File: src/rtl/pe_pkg.sv
// pe_pkg: shared types and constants for the PE array sequencer.
// Holds the sequencer state encoding and the drain-length helper.
package pe_pkg;

    typedef enum logic [1:0] {
        IDLE,
        FEED,
        DRAIN,
        DONE
    } state_t;

    localparam int DATA_W = 8;
    localparam int ACC_W  = 32;

    // Cycles from the last read until the bottom-right PE result is final
    function automatic int drain_len(
        input int rows,
        input int cols,
        input int read_lat,
        input int pe_lat
    );
        return read_lat + rows + cols - 1 + pe_lat;
    endfunction

endpackage

File: src/rtl/skew_line.sv
// skew_line: fixed-depth delay line for one operand lane plus its valid bit.
// Output is forced to zero whenever the delayed valid is low.
module skew_line #(
    parameter int DEPTH = 0,
    parameter int W     = 8
) (
    input  logic         clk,
    input  logic         rstn,
    input  logic         i_flush,
    input  logic         i_valid,
    input  logic [W-1:0] i_data,
    output logic [W-1:0] o_data
);

    if (DEPTH == 0) begin : g_pass
        logic w_unused;
        assign w_unused = ^{clk, rstn, i_flush};
        assign o_data   = i_valid ? i_data : '0;
    end else begin : g_dly
        logic [DEPTH-1:0]        r_v;
        logic [DEPTH-1:0][W-1:0] r_d;

        always_ff @(posedge clk or negedge rstn) begin
            if (!rstn) begin
                r_v <= '0;
                r_d <= '0;
            end else if (i_flush) begin
                r_v <= '0;
                r_d <= '0;
            end else begin
                r_v[0] <= i_valid;
                r_d[0] <= i_data;
                for (int k = 1; k < DEPTH; k++) begin
                    r_v[k] <= r_v[k-1];
                    r_d[k] <= r_d[k-1];
                end
            end
        end

        assign o_data = r_v[DEPTH-1] ? r_d[DEPTH-1] : '0;
    end

endmodule

File: src/rtl/pe_arr_seq.sv
// pe_arr_seq: operand sequencer for the systolic PE array.
// Streams K skewed operand vectors into the array, then waits out the drain.
module pe_arr_seq
    import pe_pkg::*;
#(
    parameter int ROWS     = 4,
    parameter int COLS     = 4,
    parameter int KMAX     = 256,
    parameter int READ_LAT = 1,
    parameter int PE_LAT   = 1,
    parameter int AW       = $clog2(KMAX)
) (
    input  logic                   clk,
    input  logic                   rstn,
    input  logic                   start,
    input  logic [AW:0]            k_len,
    input  logic                   abort,
    output logic                   rd_en,
    output logic [AW-1:0]          rd_addr,
    input  logic [DATA_W*COLS-1:0] w_rdata,
    input  logic [DATA_W*ROWS-1:0] a_rdata,
    output logic [DATA_W*COLS-1:0] w_bus,
    output logic [DATA_W*ROWS-1:0] a_bus,
    output logic                   fire,
    output logic                   acc_clr,
    output logic                   busy,
    output logic                   done
);

    localparam logic [AW:0] KMAX_C = (AW+1)'(KMAX);
    localparam logic [AW:0] DRAIN_M1 =
        (AW+1)'(drain_len(ROWS, COLS, READ_LAT, PE_LAT) - 1);

    state_t              r_state;
    state_t              w_next;
    logic [AW:0]         r_klen;
    logic [AW:0]         r_addr;
    logic [AW:0]         r_drain;
    logic [READ_LAT-1:0] r_vld;
    logic                w_busy;
    logic                w_flush;
    logic                w_last;
    logic                w_accept;
    logic                w_v0;

    assign w_busy   = (r_state == FEED) || (r_state == DRAIN);
    assign w_flush  = abort && w_busy;
    assign w_last   = (r_addr == r_klen - 1'b1);
    assign w_accept = (r_state == IDLE) && start && (k_len != '0);
    assign w_v0     = r_vld[READ_LAT-1];

    always_comb begin
        w_next = r_state;
        unique case (r_state)
            IDLE:    if (start) w_next = (k_len == '0) ? DONE : FEED;
            FEED:    if (w_last) w_next = DRAIN;
            DRAIN:   if (r_drain == '0) w_next = DONE;
            DONE:    w_next = IDLE;
            default: w_next = IDLE;
        endcase
        if (w_flush) w_next = IDLE;
    end

    always_ff @(posedge clk or negedge rstn) begin
        if (!rstn) begin
            r_state <= IDLE;
            r_klen  <= '0;
            r_addr  <= '0;
            r_drain <= '0;
        end else begin
            r_state <= w_next;
            if (w_accept) begin
                r_klen <= (k_len > KMAX_C) ? KMAX_C : k_len;
                r_addr <= '0;
            end else if (r_state == FEED) begin
                r_addr <= r_addr + 1'b1;
            end
            // Loaded with length-1 so DRAIN spans exactly drain_len cycles
            if (r_state == FEED && w_last) begin
                r_drain <= DRAIN_M1;
            end else if (r_state == DRAIN && r_drain != '0) begin
                r_drain <= r_drain - 1'b1;
            end
        end
    end

    always_ff @(posedge clk or negedge rstn) begin
        if (!rstn) begin
            r_vld <= '0;
        end else if (w_flush) begin
            r_vld <= '0;
        end else begin
            r_vld[0] <= rd_en;
            for (int k = 1; k < READ_LAT; k++) begin
                r_vld[k] <= r_vld[k-1];
            end
        end
    end

    assign rd_en   = (r_state == FEED) && !abort;
    assign rd_addr = rd_en ? r_addr[AW-1:0] : '0;
    assign acc_clr = (r_state == FEED) && (r_addr == '0);
    assign fire    = w_v0;
    assign busy    = w_busy;
    assign done    = (r_state == DONE);

    for (genvar j = 0; j < COLS; j++) begin : g_w
        skew_line #(
            .DEPTH (j),
            .W     (DATA_W)
        ) u_skew (
            .clk     (clk),
            .rstn    (rstn),
            .i_flush (w_flush),
            .i_valid (w_v0),
            .i_data  (w_rdata[DATA_W*j +: DATA_W]),
            .o_data  (w_bus[DATA_W*j +: DATA_W])
        );
    end

    for (genvar i = 0; i < ROWS; i++) begin : g_a
        skew_line #(
            .DEPTH (i),
            .W     (DATA_W)
        ) u_skew (
            .clk     (clk),
            .rstn    (rstn),
            .i_flush (w_flush),
            .i_valid (w_v0),
            .i_data  (a_rdata[DATA_W*i +: DATA_W]),
            .o_data  (a_bus[DATA_W*i +: DATA_W])
        );
    end

endmodule
File: config.mk
export PLATFORM = sky130hd
export DESIGN_NAME = pe_arr_seq
export DESIGN_NICKNAME = d
export VERILOG_FILES = /design/src/rtl/pe_pkg.sv /design/src/rtl/skew_line.sv /design/src/rtl/pe_arr_seq.sv
export SDC_FILE = /design/constraint.sdc
export NUM_CORES = 1
export LEC_CHECK = 0
export CAP_MARGIN = 5
export CORE_ASPECT_RATIO = 1.25
export CORE_MARGIN = 2
export CORE_UTILIZATION = 48
export CTS_CLUSTER_DIAMETER = 200
export CTS_CLUSTER_SIZE = 40
export DETAILED_ROUTE_END_ITERATION = 16
export PLACE_DENSITY = 0.79
export SETUP_SLACK_MARGIN = 0.5
export SYNTH_ARGS = -nofsm -noshare
export SYNTH_HDL_FRONTEND = slang
export SYNTH_SLANG_ARGS = --single-unit
File: constraint.sdc
create_clock -name clk -period 2.87 [get_ports clk]
set_input_delay 0.4305 -clock clk [delete_from_list [all_inputs] [get_ports clk]]
set_output_delay 0.4305 -clock clk [all_outputs]
set_load 0.02 [all_outputs]
==> metrics.md, run 1 <==
| Metric | Value |
|---|---|
| Period utilization | between 70 and 80% |
| Layout Cells excl Fill | 785 |
| Drt drc | 0 |
| Syn avg cell area | ~11 sq um |
| Setup ws final | slightly above 0.6 ns |
| Crit path arrival time | approximately 1.8 ns |
| Proportion of synthesized area in mux cells | less than 1% |
| Routed via count | 3769 |
| Initial antenna violation count | 0 |
| Wire length per cell | 13.7 microns |
| Routed WL | 10700 microns |
| Worst setup path class | reg2out |
| FILL cells | 810 |
| Relative slew slack | between 50% and 60% |
| Max clock buf depth | 2 |
| Worst EP required | between 2 and 2.5 ns |
| Synth Area in Compound Gates | about 2.4% |
| Starting DRT DRC Count | between 150 and 200 |
| Register area | between 3000 and 4000 sq um |
| CTS Root Cell | clkbuf_16 |
| H-Tree Depth | 4 |
| CP Max Fanout | 10 |
| Power per Cell Area | 898 nW/um^2 |
| Hold-fix buffers, CTS | 0 |
| Ys Warns | 0 |
| Number of port buffers | 153 |
| Worst Setup End Kind | output port |
| Largest family of logic cells by synthesized area | simple AND/OR/NAND/NOR gates |
| Multi-input logic area | ~2100 sq um |
| Die X | about 99 microns |
| Placed standard-cell area | approximately 7100 sq um |
| Max-cap violations | 0 |
| CTS tree | yes |
| DRT Pass-1 Iters | 5 |
| Vias in the first global route | 3776 |
| Post-synth EDFFs | 0 |
| Share of layout cells above drive strength 1 | between 9 and 10% |
| Most used DFF post-synth | dfrtp_1 |
| Simple-gate share of the synthesized area | 28.8% |
| Vias/cell | between 4 and 5 |
| Synth area leaders | dfrtp_1 60%, and2_1 20%, xnor2_1 2.1%, ha_1 2.1%, xor2_1 1.9% |
| Reg clk slew, reported paths | about 0.06 ns |
| Die Y | between 100 and 150 microns |
| Num ports | around 150 |
| RSZ-0062 raised after global routing | false |
| Post-Synth XOR/XNOR Area | between 4 and 5% |
| Dominant cell type by area after synthesis | dfrtp_1 |
| Critical Path Max Stage Delay | approximately 0.42 ns |
| Clk_lat worst skew | around 0.41 ns |
| Post-synth top area share | a little under 60% |
| Max Slew Vio Count | 0 |
| Placeable core region | approximately 11000 sq um |
| Status | finished, final reports clean |
| Hold Fails Final Rpt | 0 |
| Clock Skews | about 0.0055 ns |
| Cell variety after synth | 34 |
| Worst Hold Class | in2async |
| TNS Setup | 0 ns |
| Seq/Total Area, Yosys | about three fifths |
| GP Congestion | 0.812 |
| Largest net degree at the start of global routing | just under 80 |
| Antenna Cells | 0 |
| HPWL Detailed | 7630 microns |
| CP Cell Sequence | inv_2, ha_2, nor2b_1, buf_4, and2_1, clkdlybuf4s15_2 |
| Peak VDD IR | about 520 uV |
| Pre-CTS setup slack | between 0.5 and 0.6 ns |
| Row count | 43 |
| Mapped Cells | 482 |
| Final Net Count | roughly 720 |
| Initial Utilization | between 40% and 50% |
| Worst path slowest cell | dfrtp_1 |
| Worst-Margin Slew | between 0.7 and 0.8 ns |
| # setup viols final | 0 |
| Area growth syn-to-layout | 42.7% |
| DRT antenna net count | 0 |
| Design Area, Final | 7720 sq um |
| Period minus WS final | around 2.3 ns |
| Gr usage total | a little under a fifth |
| First-pass GRT wire length | between 15000 and 20000 microns |
| Asr flop ratio synth | between 90% and 100% |
| Die area | 12100 sq um |
| Number of synthesized register bits | ~130 |
| Placed Cells | roughly 750 |
| Startpoint Class | flop |
| Adder-Cell Fraction of Synth Area | around 2.1% |
| Total grt overflow | 0 |
| Post-synth design cell area | 5410 sq um |
| Synthesized Nets | ~570 |
| Maximum clock frequency | about 440 MHz |
| TritonCTS Buffers | 17 |
| CTS Sinks | about 130 |
| Leak pwr | 3.42 nW |
[Yosys cell counts (3+ instances only)]
cell type	number
o21ai_0	7
dfrtp_1	129
and2_1	171
nand2_1	24
nor4_1	6
nor3_1	8
clkbuf_1	22
nand3b_1	9
nand3_1	3
nor2b_1	4
ha_1	9
xnor2_1	13
nand4_1	6
xor2_1	12
and3_1	3
mux2i_1	3
nor2_1	23
inv_1	11
[critical path: cells and delay by family (launching register included)]
kind	cells	cell delay, ns
DFF	1	0.42
and+or+nand+nor	2	0.28
adders and majority gates	1	0.21
buffers and inverters	3	0.51
[layer usage]
layer  up-vias  global-route usage, %  share of wire (%)
met5         -                      0                  0
met4         0                   8.82                2.7
met3        24                   4.84                4.6
met2       120                   32.9                 53
met1      1784                   21.5                 40
li1       1841                      -                  -
[layout by cell type (no fill, tap or decap), types with 2 or more instances in the layout]
cell and instances:
and2_1 171, clkdlybuf4s50_1 141, dfrtp_1 127, nand2_1 23, nor2_1 22, clkbuf_16 17
xnor2_1 13, xor2_1 12, inv_1 10, nand3b_1 9, nor3_1 8, o21ai_0 7
ha_1 7, clkdlybuf4s15_2 7, nand4_1 6, nor4_1 5, clkinv_4 5, buf_4 5
nor2b_1 4, nand3_1 3, and3_1 3, mux2i_1 3, inv_6 3, bufinv_16 3
a31oi_1 2, or2_2 2, nor3b_1 2, ha_2 2, clkinv_2 2, dfrtp_2 2
clkbuf_2 2, buf_12 2
[worst paths after layout]
check	from	end	slack [ns]	cells after the start
max	r_state[1]	rd_addr[3]	0.61	6
min	rstn	g_w[3].u_skew.g_dly.r_d[6]	0.07	1
max reg2reg	r_drain[5]	r_state[0]	0.63	5
min reg2reg	g_w[3].u_skew.g_dly.r_d[9]	g_w[3].u_skew.g_dly.r_d[17]	0.44	1
max in group asynchronous	rstn	g_a[2].u_skew.g_dly.r_d[15]	2.01	2
min in group clk	g_w[3].u_skew.g_dly.r_d[9]	g_w[3].u_skew.g_dly.r_d[17]	0.44	1
[cell type report]
cell class | instances | share of cell area [%]
inverters | 11 | 0.535
well taps | 135 | 2.19
repair buffers | 159 | 20.7
flip-flops and latches | 129 | 41.8
multi-input cells | 320 | 26.9
clock inverters | 14 | 2.35
clock buffers | 17 | 5.51
[report_power, final]
part | leakage, nW | switching, W | internal (W)
clock network | 0.300 | 0.000808 | 0.00138
logic | 1.50 | 0.00100 | 0.00102
registers | 1.62 | 0.000333 | 0.00240
[state kept, by name (all words and copies together), names as in the netlist]
name and cells:
r_state 2, r_drain 9, r_klen 9, g_a.u_skew.g_dly.r_d 48, r_addr 9, g_a.u_skew.g_dly.r_v 3, g_w.u_skew.g_dly.r_d 48, fire 1
[kinds of logic (layout without fill, tap and decap cells)]
group | count (synthesis) | after routing
AND/OR/NAND/NOR | 266 | 266
AO/OA/AOI/OAI | 16 | 16
multiplexers | 4 | 4
adder cells (fa/ha/maj) | 9 | 9
flip-flops | 129 | 129
buffers and inverters | 33 | 201
XOR/XNOR | 25 | 25
[per-stage QoR]
step	hold slack [ns]	total power (W)	utilization, %
2_1_floorplan	0.135	0.00404	-
3_3_place_gp	0.430	0.00470	64.4
3_5_place_dp	0.432	0.00480	64.4
4_1_cts	0.0903	0.00700	69.9
5_1_grt	0.122	0.00737	70.0
6_report	0.0656	0.00694	70.0
[what timing repair did]
item                       in CTS  in global routing
gates resized for setup        25                 12
buffers inserted                0                  0
pin swaps                       0                  1
setup endpoints to repair      11                 28
No activity file was read; power rests on OpenSTA's default activity.
==> run 2: changes to the inputs <==
--- a/config.mk
+++ b/config.mk
@@ -8,11 +8,11 @@
 export CAP_MARGIN = 5
 export CORE_ASPECT_RATIO = 1.25
 export CORE_MARGIN = 2
-export CORE_UTILIZATION = 48
+export CORE_UTILIZATION = 43
 export CTS_CLUSTER_DIAMETER = 200
 export CTS_CLUSTER_SIZE = 40
 export DETAILED_ROUTE_END_ITERATION = 16
-export PLACE_DENSITY = 0.79
+export PLACE_DENSITY = 0.75
 export SETUP_SLACK_MARGIN = 0.5
 export SYNTH_ARGS = -nofsm -noshare
 export SYNTH_HDL_FRONTEND = slang
==> constraint.sdc (replaced) <==
create_clock -name clk -period 2 [get_ports clk]
set_input_delay 0.3 -clock clk [delete_from_list [all_inputs] [get_ports clk]]
set_output_delay 0.3 -clock clk [all_outputs]
set_load 0.02 [all_outputs]
==> run 2 against run 1 <==
Compared with the run above: the run now ends with negative setup slack left; clock power grew 46%; highest routed layer unchanged; setup slack got worse by 0.69 ns; sequential share of layout area is 8.3 points lower; largest cell class unchanged; critical path depth unchanged; critical path type is now reg2reg; register-to-register slack lost 0.71 ns.
==> metrics.md, run 2 (synthesized netlist as in run 1, its figures left out) <==
| Metric | Value |
|---|---|
| Status | complete, but fails checks |
| Violated checks | negative setup slack |
| Row count | 45 |
| Area growth syn-to-layout | 78.1% |
| Relative slew slack | roughly 63% |
| Antenna Cells | 0 |
| Largest regs | g_a.u_skew.g_dly.r_d (48), g_w.u_skew.g_dly.r_d (48) |
| Reg clk slew, reported paths | about 0.06 ns |
| Max-cap violations | 0 |
| Period utilization | 104% |
| Share of layout cells above drive strength 1 | between 50% and 60% |
| Clock Skews | between 0.01 and 0.015 ns |
| Wire length per cell | between 15 and 20 microns |
| Die Y | 129 microns |
| Crit path arrival time | roughly 2.4 ns |
| Initial Utilization | between 40 and 50% |
| CTS Sinks | about 130 |
| DRT Pass-1 Iters | 4 |
| Die area | about 14000 sq um |
| GP Congestion | 0.788 |
| Clk_lat worst skew | roughly 0.42 ns |
| Worst Hold Class | in2async |
| RSZ-0062 raised after global routing | true |
| Peak VDD IR | between 1000 and 1500 uV |
| Leak pwr | roughly 4.6 nW |
| Number of port buffers | approximately 150 |
| Vias in the first global route | 4708 |
| H-Tree Depth | 4 |
| # setup viols final | 10 |
| Largest net degree at the start of global routing | between 50 and 60 |
| Period minus WS final | approximately 2.1 ns |
| Worst Setup End Kind | flop |
| Initial antenna violation count | 0 |
| TNS Setup | -0.498 ns |
| Commonest non-fill, non-tap cell in the layout | and2_4 |
| CTS tree | yes |
| Starting DRT DRC Count | 150 |
| Startpoint Class | flop |
| First-pass GRT wire length | 23900 microns |
| Num ports | between 150 and 200 |
| Vias/cell | slightly below 5 |
| Max Slew Vio Count | 0 |
| Worst EP required | between 2 and 2.5 ns |
| Worst setup path class | reg2reg |
| Max clock buf depth | 2 |
| Hold Fails Final Rpt | 0 |
| Placeable core region | between 10000 and 15000 sq um |
| Drt drc | 0 |
| DRT antenna net count | 0 |
| CTS Root Cell | clkbuf_16 |
| Worst-Margin Slew | around 0.56 ns |
| Power per Cell Area | 1400 nW/um^2 |
| Routed WL | 17200 microns |
| FILL cells | 697 |
| Maximum clock frequency | just under 500 MHz |
| Gr usage total | about a quarter |
| Setup ws final | -0.0802 ns |
| Total grt overflow | 0 |
| Routed via count | 4466 |
| Pre-CTS setup slack | -0.0962 ns |
| Most frequent cells in the layout | 171 x and2_4, 124 x dfrtp_1, 115 x buf_6, 74 x clkdlybuf4s50_1, 39 x buf_4 |
| CP Max Fanout | 6 |
| HPWL Detailed | approximately 8200 microns |
| TritonCTS Buffers | 17 |
| Die X | between 100 and 150 microns |
| Final Net Count | a little over 800 |
==> run 2: cell count changes in the layout (fill, tap and decap cells not counted), moves of 4 or more <==
cell             delta
clkdlybuf4s50_1    -67
nor4_1              -4
and2_4            +171
buf_16              +9
and2_1            -171
buf_6             +115
buf_12              +4
buf_4              +34
inv_1               -4
clkdlybuf4s15_2     -7
ha_4                +5
==> run 2: layer usage <==
layer / track usage, % / vias to the layer above / wire, microns
met1: 25.2 / 2296 / 6440
met2: 43.5 / 102 / 9820
li1: - / 2035 / -
met5: 0 / - / 0
met4: 11.5 / 0 / 456
met3: 4.73 / 33 / 453
==> run 2: power breakdown <==
part           leakage, nW  switching (W)  internal, W
registers             1.62       0.000470      0.00346
clock network        0.292        0.00118      0.00201
logic                 2.65        0.00260      0.00377
total                 4.56        0.00425      0.00923
==> run 2: cell type report <==
class	count	area, sq um	share of cell area (%)
inverters	11	43.8	0.454
multi-input cells	321	2710	28.1
well taps	164	205	2.13
clock buffers	21	450	4.67
clock inverters	11	155	1.61
repair buffers	251	2840	29.5
flip-flops and latches	129	3230	33.6
==> run 2: critical path, cell delays in order (launching register included) <==
cell and delay [ns]:
dfrtp_1 0.46, nor4_2 0.32, nand2_1 0.13, nor4_1 0.46, nor3b_1 0.13, a211oi_2 0.27
mux2i_1 0.23
==> run 2: repair_timing <==
action / CTS / global route
setup buffers: 37 / 17
resized for setup: 622 / 118
hold buffers: 1 / 0
gates cloned: 9 / 5
hold endpoints to repair: 50 / 0
pin swaps: 90 / 54
endpoints found under the setup margin: 185 / 204
==> run 2: path summary, 6_finish.rpt <==
check                                             endpoint  cells past startpoint  slack (ns)                  startpoint
min in group clk                g_w[2].u_skew.g_dly.r_d[1]                      2        0.46                 w_rdata[17]
max in group asynchronous       g_a[3].u_skew.g_dly.r_v[1]                      3        0.88                        rstn
worst min-delay path                             r_addr[5]                      2        0.40                        rstn
worst max register to register                  r_state[0]                      6       -0.08                   r_klen[3]
worst min register to register  g_w[3].u_skew.g_dly.r_d[8]                      1        0.47  g_w[3].u_skew.g_dly.r_d[0]
worst max-delay path                            r_state[0]                      6       -0.08                   r_klen[3]
==> run 2: per-stage QoR <==
stage / hold slack [ns] / power (W) / util [%] / std cells / cell area, sq um
6_report: 0.401 / 0.0135 / 78.9 / 908 / 9640
5_1_grt: 0.450 / 0.0141 / 78.9 / 908 / 9640
4_1_cts: 0.403 / 0.0124 / 73.9 / 886 / 9030
3_5_place_dp: 0.272 / 0.00724 / 60.4 / 807 / 7380
3_3_place_gp: 0.275 / 0.00710 / 60.4 / 807 / 7380
2_1_floorplan: 0.00441 / 0.00592 / - / 482 / 5490
==> run 3: changes to the inputs <==
--- a/config.mk
+++ b/config.mk
@@ -5,7 +5,6 @@
 export SDC_FILE = /design/constraint.sdc
 export NUM_CORES = 1
 export LEC_CHECK = 0
-export CAP_MARGIN = 5
 export CORE_ASPECT_RATIO = 1.25
 export CORE_MARGIN = 2
 export CORE_UTILIZATION = 43
==> results of run 3 <==
No change in the layout: final DEF, timing and power equal those of run 2.
